==> src/rtl/bp_table_ctrl.sv <==
// Write-port controller for the branch predictor state/target tables: arbitrates execute updates
// against an invalidation sweep, gates prediction use and keeps saturating branch statistics.
module bp_table_ctrl #(
  parameter int unsigned PC_WIDTH   = 32,
  parameter int unsigned TABLE_BITS = 8,
  parameter int unsigned CNT_WIDTH  = 32
) (
  input  logic                  clk_i,
  input  logic                  rst_ni,
  input  logic                  BranchE_i,
  input  logic                  TakenE_i,
  input  logic                  MispredictE_i,
  input  logic [PC_WIDTH-1:0]   PCE_i,
  input  logic [PC_WIDTH-1:0]   PCTargetE_i,
  input  logic                  flushReq_i,
  input  logic                  statsClr_i,
  output logic [TABLE_BITS-1:0] rdIdx_o,
  input  logic [1:0]            rdState_i,
  output logic                  wrEn_o,
  output logic [TABLE_BITS-1:0] wrIdx_o,
  output logic [1:0]            wrState_o,
  output logic [PC_WIDTH-1:0]   wrTarget_o,
  output logic                  predEnable_o,
  output logic                  sweepDone_o,
  output logic [CNT_WIDTH-1:0]  brCount_o,
  output logic [CNT_WIDTH-1:0]  mispCount_o
);

  typedef enum logic [1:0] {StInit, StIdle, StSweep} state_e;

  localparam logic [CNT_WIDTH-1:0] CntMax = '1;

  state_e                state_q;
  logic [TABLE_BITS-1:0] sp_q;
  logic                  pred_en_q;
  logic                  done_q;
  logic [CNT_WIDTH-1:0]  br_cnt_q;
  logic [CNT_WIDTH-1:0]  misp_cnt_q;
  logic [1:0]            upd_state;
  logic                  sweeping;

  assign rdIdx_o      = PCE_i[TABLE_BITS+1:2];
  assign sweeping     = (state_q != StIdle);
  assign predEnable_o = pred_en_q;
  assign sweepDone_o  = done_q;
  assign brCount_o    = br_cnt_q;
  assign mispCount_o  = misp_cnt_q;

  always_comb begin
    upd_state = rdState_i;
    if (TakenE_i) begin
      if (rdState_i != 2'b11) upd_state = rdState_i + 2'b01;
    end else begin
      if (rdState_i != 2'b00) upd_state = rdState_i - 2'b01;
    end
  end

  // Execute update owns the port; otherwise the sweep writes. Nothing writes while in reset.
  always_comb begin
    wrEn_o     = 1'b0;
    wrIdx_o    = sp_q;
    wrState_o  = 2'b01;
    wrTarget_o = '0;
    if (BranchE_i) begin
      wrEn_o     = rst_ni;
      wrIdx_o    = PCE_i[TABLE_BITS+1:2];
      wrState_o  = upd_state;
      wrTarget_o = PCTargetE_i;
    end else if (sweeping) begin
      wrEn_o = rst_ni;
    end
  end

  always_ff @(posedge clk_i or negedge rst_ni) begin
    if (!rst_ni) begin
      state_q   <= StInit;
      sp_q      <= '0;
      pred_en_q <= 1'b0;
      done_q    <= 1'b0;
    end else begin
      done_q <= 1'b0;
      unique case (state_q)
        StInit, StSweep: begin
          if (flushReq_i) begin
            sp_q <= '0;
          end else if (!BranchE_i) begin
            if (&sp_q) begin
              state_q   <= StIdle;
              sp_q      <= '0;
              pred_en_q <= 1'b1;
              done_q    <= 1'b1;
            end else begin
              sp_q <= sp_q + 1'b1;
            end
          end
        end
        StIdle: begin
          if (flushReq_i) begin
            state_q   <= StSweep;
            sp_q      <= '0;
            pred_en_q <= 1'b0;
          end
        end
        default: begin
          state_q   <= StInit;
          sp_q      <= '0;
          pred_en_q <= 1'b0;
        end
      endcase
    end
  end

  always_ff @(posedge clk_i or negedge rst_ni) begin
    if (!rst_ni) begin
      br_cnt_q   <= '0;
      misp_cnt_q <= '0;
    end else if (statsClr_i) begin
      br_cnt_q   <= '0;
      misp_cnt_q <= '0;
    end else if (BranchE_i) begin
      if (br_cnt_q != CntMax) br_cnt_q <= br_cnt_q + 1'b1;
      if (MispredictE_i && (misp_cnt_q != CntMax)) misp_cnt_q <= misp_cnt_q + 1'b1;
    end
  end

endmodule

==> config.mk <==
export PLATFORM = sky130hd
export DESIGN_NAME = bp_table_ctrl
export DESIGN_NICKNAME = d
export VERILOG_FILES = /design/src/rtl/bp_table_ctrl.sv
export SDC_FILE = /design/constraint.sdc
export NUM_CORES = 1
export LEC_CHECK = 0
export ABC_AREA = 1
export BUFFER_PORTS_ARGS = -buffer_cell sky130_fd_sc_hd__buf_4
export CAP_MARGIN = 20
export CORE_ASPECT_RATIO = 1.4
export CORE_MARGIN = 3
export CORE_UTILIZATION = 55
export CTS_CLUSTER_DIAMETER = 120
export DETAILED_ROUTE_END_ITERATION = 16
export PLACE_DENSITY_LB_ADDON = 0.15
export SLEW_MARGIN = 30
export SYNTH_ARGS = -nofsm -noshare
export SYNTH_HDL_FRONTEND = slang
export SYNTH_SLANG_ARGS = --single-unit
==> constraint.sdc <==
create_clock -name clk_i -period 2.7 [get_ports clk_i]
set_clock_uncertainty 0.15 [all_clocks]
set_input_delay 0.135 -clock clk_i [delete_from_list [all_inputs] [get_ports clk_i]]
set_output_delay 0.135 -clock clk_i [all_outputs]
set_load 0.02 [all_outputs]
; After elaboration in Yosys (flattened, before gate mapping)
; Cells that the tools add are included.
[classes]
addsub = 5
n_eq_ne = 11
mux = 33
reduce_logical = 12
[op_table]
columns = operator, count
row1 = 2-to-1 mux 32 bit, 7
row2 = "adder 32 x 1 -> 32 bit, second input constant", 2
row3 = "!= test 32 bit, second input constant", 2
row4 = 2-to-1 mux 8 bit, 5
row5 = 2-to-1 mux 2 bit, 8
row6 = one-hot mux 8 bit (2 select lines), 1
row7 = 2-to-1 mux 1 bit, 10
row8 = "!= test 2 bit, second input constant", 5
row9 = "adder 8 x 1 -> 8 bit, second input constant", 1
row10 = AND reduction 8 bit, 1
row11 = nonzero test 2 bit, 4
row12 = AND reduction 2 bit, 3
row13 = one-hot mux 2 bit (2 select lines), 1
row14 = AND reduction 4 bit, 1
row15 = "!= test 3 bit, second input constant", 1
row16 = "adder 2 x 1 -> 2 bit, second input constant", 1
row17 = "equality test 2 x 1 -> 1 bit, second input constant", 1
row18 = "equality test 2 bit, second input constant", 1
row19 = zero test 2 bit, 1
row20 = "!= test 2 x 1 -> 1 bit, second input constant", 1
row21 = one-hot mux 1 bit (2 select lines), 1
row22 = OR reduction 2 bit, 1
row23 = "subtractor 2 x 1 -> 2 bit, second input constant", 1
row24 = logical AND 1 bit, 1
[word_totals]
reg_bits = 76
input_bits = 73
output_inout_bits = 117
elab_cells = 67

; Longest topological paths before layout
[logic_depth]
word_depth = 5
ltp_mapped = 12
depth_no_buf = 11

; Worst setup path after synthesis
; No wires, ideal clock.
[synth_timing]
path_type = register to register
startpoint = register br_cnt_q[0] (netlist: brCount_o[0])
endpoint = register br_cnt_q[14] (netlist: brCount_o[14])
t_arrival_ns = 1.638
slack_ns = 0.785
path_stages_with_launch = 10
path_buffers = 1
cell_sequence = dfrtp_1 ha_1 nand2_1 nor2_1 nand2_1 nor2_4 nand3_2 nand3_2 buf_4 o21ai_0
[synth_via]
elab_chain_cells = 4
elab_cells_between_ends = 7
classes_between = add/sub: 1 / eq/ne: 1 / mux: 3 / reduce/logical: 2
[synth_rtl]
columns = element, line
row1 = "start, declared", 37  ; logic [CNT_WIDTH-1:0] br_cnt_q;
row2 = "start signal, assigned", 121  ; if (br_cnt_q != CntMax) br_cnt_q <= br_cnt_q + 1'b1;
row3 = adder 32 x 1 -> 32 bit, 121
row4 = 2-to-1 mux 32 bit, 121
row5 = 2-to-1 mux 32 bit, 120  ; end else if (BranchE_i) begin
row6 = 2-to-1 mux 32 bit, 117  ; end else if (statsClr_i) begin
; Several ways; a longest one is shown, not always the timed one. The select of a mux whose other input is x is not followed.
; A chain may end at the register's enable or synchronous reset.

; Worst setup path after layout
[layout_timing]
startpoint = register br_cnt_q[0] (netlist: brCount_o[0])
endpoint = register br_cnt_q[13] (netlist: brCount_o[13])
; The elaborated chain is that of the path after synthesis.

==> impl_metrics.toml <==
[pwr]
vdd_drop_max_v = 0.000318
power.leakage_uw = 0.00361
p_per_area_nw_per_um2 = 380

[global_route]
first_global_vias = 5597
grt_use_total_pct = 29.2
grt_first_pass_wirelength_um = 25400
grt_max_degree = 58
grt_antenna_before_repair = 0
grt_overflow = 0

[sta]
tns_ns = 0
clock.fmax_mhz = 452
final.period_utilization_pct = 82.0
setup_viol = 0
timing_max_transition_violations_final = 0
relSlewSlack_pct = 68.8
hold_slack_ns = 0.0862
tightest_slew_ns = 0.467
hold_viol = 0
grt_setup_unrepaired = "false"
finalCriticalPeriod_ns = 2.21

[run_status]
status = "complete, no violations"

[detailed_routing]
detail_route.first_pass.iterations = 5
vias = 5870
ant_nets = 0
wl_um = 15700
routed_via_density = 5.21
first_iter_violations = 316
wl_per_cell_um = 13.9
drc = 0

[critical_path]
slowest_stage = "dfrtp_1"
max_stage_delay_ns = 0.40
crit_path_start_kind = "register"
path_max_fanout = 31
cp-end-kind = "register"
arrival_ns = 2.31
cp_data_required_time_ns = 2.80
critical_path_class = "register to register"
crit_chain = "ha_1, nand2_1, nor2_1, nand2_1, nor2_4, nand3_2, nand2_4, buf_4, nand2_1, o21ai_0"
critical_path.most_common_cell = "nand2_1"

[clock_tree]
cts_made_buffers = 9
htree_levels = 3
clk_path_buf_depth = 2
cts_sinks = 76
clk_pin_slew_ns = 0.06
clockRootBuffer = "clkbuf_16"
cts_resized = 0
clk_latency_ns = 0.34
tritoncts = "done"

[synthesis]
synth-seq-cells = 76
synth_area_um2 = 5340
avgSynthCellArea_um2 = 6.25
ys.warnings.count = 0
synth_top_area_share_pct = 35.6
syn_nets = 931
yosysTopAreaCell = "dfrtp_1"
synthCells = 855
synth.area.top_cells = "dfrtp_1 36%, nand2_1 25%, nor2_1 7.7%"
yosysSeqAreaShare_pct = 35.6
ys_types = 32

[die]
num_io_pins = 190
die_w_um = 89.3
coreArea_um2 = 9230
die_h_um = 123
start_util_pct = 57.9
die-area_um2 = 11000
rows = 41

[layout]
syn2layout_area_growth_pct = 29.2
final_cell_mix = "356 x nand2_1, 171 x buf_4, 109 x nor2_1, 104 x inv_1, 76 x dfrtp_1"
diodes = 0
drive_gt1_share_pct = 20.6
fillCellCount = 771
final_common_cell = "nand2_1"
fin_nets = 1090

[hold_path]
hold_path_class = "input port to asynchronous set/reset pin"

[placement]
dp_hpwl_um = 11700
io_buffers = 165
globalplace.congestion = 0.932

[flow_run]
drv_cap = 0
-- area by class of cell --
| class | count | area, um^2 | share of cell area, % |
|---|---|---|---|
| multi-input combinational | 646 | 2870 | 41.6 |
| clock buffer | 11 | 233 | 3.37 |
| sequential | 76 | 1900 | 27.5 |
| tap | 107 | 134 | 1.94 |
| clock inverter | 5 | 28.8 | 0.417 |
| inverter | 106 | 403 | 5.83 |
| timing repair buffer | 175 | 1330 | 19.3 |
-- registers in the layout, indices dropped and copies added (netlist names) --
register      count
brCount_o        32
predEnable_o      1
sp_q              8
state_q           2
mispCount_o      32
sweepDone_o       1
-- worst max-delay path, delay by kind of cell (launching register included) --
| family | cells | cell delay (ns) |
|---|---|---|
| simple gates | 7 | 1.08 |
| flops | 1 | 0.40 |
| buf+inv | 1 | 0.21 |
| fa+ha+maj | 1 | 0.19 |
| compound gates | 1 | 0.08 |
-- worst paths after layout --
check	cells after the start	start	to	slack, ns
setup reg to reg	10	brCount_o[0]	brCount_o[13]	0.49
hold / removal	2	rst_ni	mispCount_o[6]	0.09
min in group clk_i	6	MispredictE_i	mispCount_o[8]	0.24
setup / recovery	10	brCount_o[0]	brCount_o[13]	0.49
hold reg to reg	2	predEnable_o	predEnable_o	0.34
max in group asynchronous	3	rst_ni	mispCount_o[24]	1.69
-- synth_stat cells --
library cell and instances:
or2_2 6, ha_1 3, a21oi_2 1, buf_2 4, buf_6 2, nand3b_1 6
a21oi_1 6, nor2_1 109, o21ai_0 39, and2_1 1, clkinv_4 1, a21boi_0 1
nand3_2 2, nand3_1 47, nand2_1 356, o21bai_1 3, o21ai_1 8, nand2_4 4
nand2_2 2, a31oi_1 1, nor2_2 3, clkbuf_1 7, nand4_1 24, nor2_4 4
dfrtp_1 76, inv_1 104, buf_1 2, nor3_1 3, inv_2 1, buf_4 12
xnor2_1 14, xor2_1 3
-- power by group --
part,internal (uW),total (uW),leakage [uW],switching [uW]
Clock,618,1100,0.000133,484
Sequential,1150,1160,0.00106,10.6
Combinational,142,359,0.00242,217
Total,1910,2620,0.00361,711
-- logic make-up after synthesis --
group                      after synthesis  share of synthesized area [%]
AOI/OAI and AO/OA                       59                           5.81
xor gates and xnor gates                17                           2.79
adders and majority gates                3                          0.702
buffers and inverters                  133                           10.7
DFF                                     76                           35.6
and+or+nand+nor                        567                           44.5
-- metrics by stage --
| step | setup slack (ns) | cell area [um^2] | util [%] | instances | total power (uW) |
|---|---|---|---|---|---|
| after detailed placement | 0.479 | 6620 | 71.6 | 1107 | 1540 |
| after global placement | 0.538 | 6620 | 71.6 | 1107 | 1540 |
| after floorplan | 0.785 | 5340 | - | 855 | 1360 |
| after global routing | 0.196 | 6910 | 74.8 | 1126 | 2700 |
| after CTS | 0.464 | 6910 | 74.8 | 1126 | 2630 |
| final | 0.486 | 6910 | 74.8 | 1126 | 2620 |
-- what timing repair did --
action	CTS	global route
setup endpoints to repair	0	0
endpoints found under the hold margin	84	0
hold buffers	3	0
setup buffers	0	0
-- metal layers --
metal | vias up | GRT usage (%) | share of wire, %
li1 | 2954 | - | -
met1 | 2680 | 34.3 | 39
met2 | 196 | 52.2 | 53
met3 | 40 | 4.84 | 5.3
met4 | 0 | 11.2 | 3.0
met5 | - | 0 | 0
Note: power is estimated with default switching activity, not from simulation.
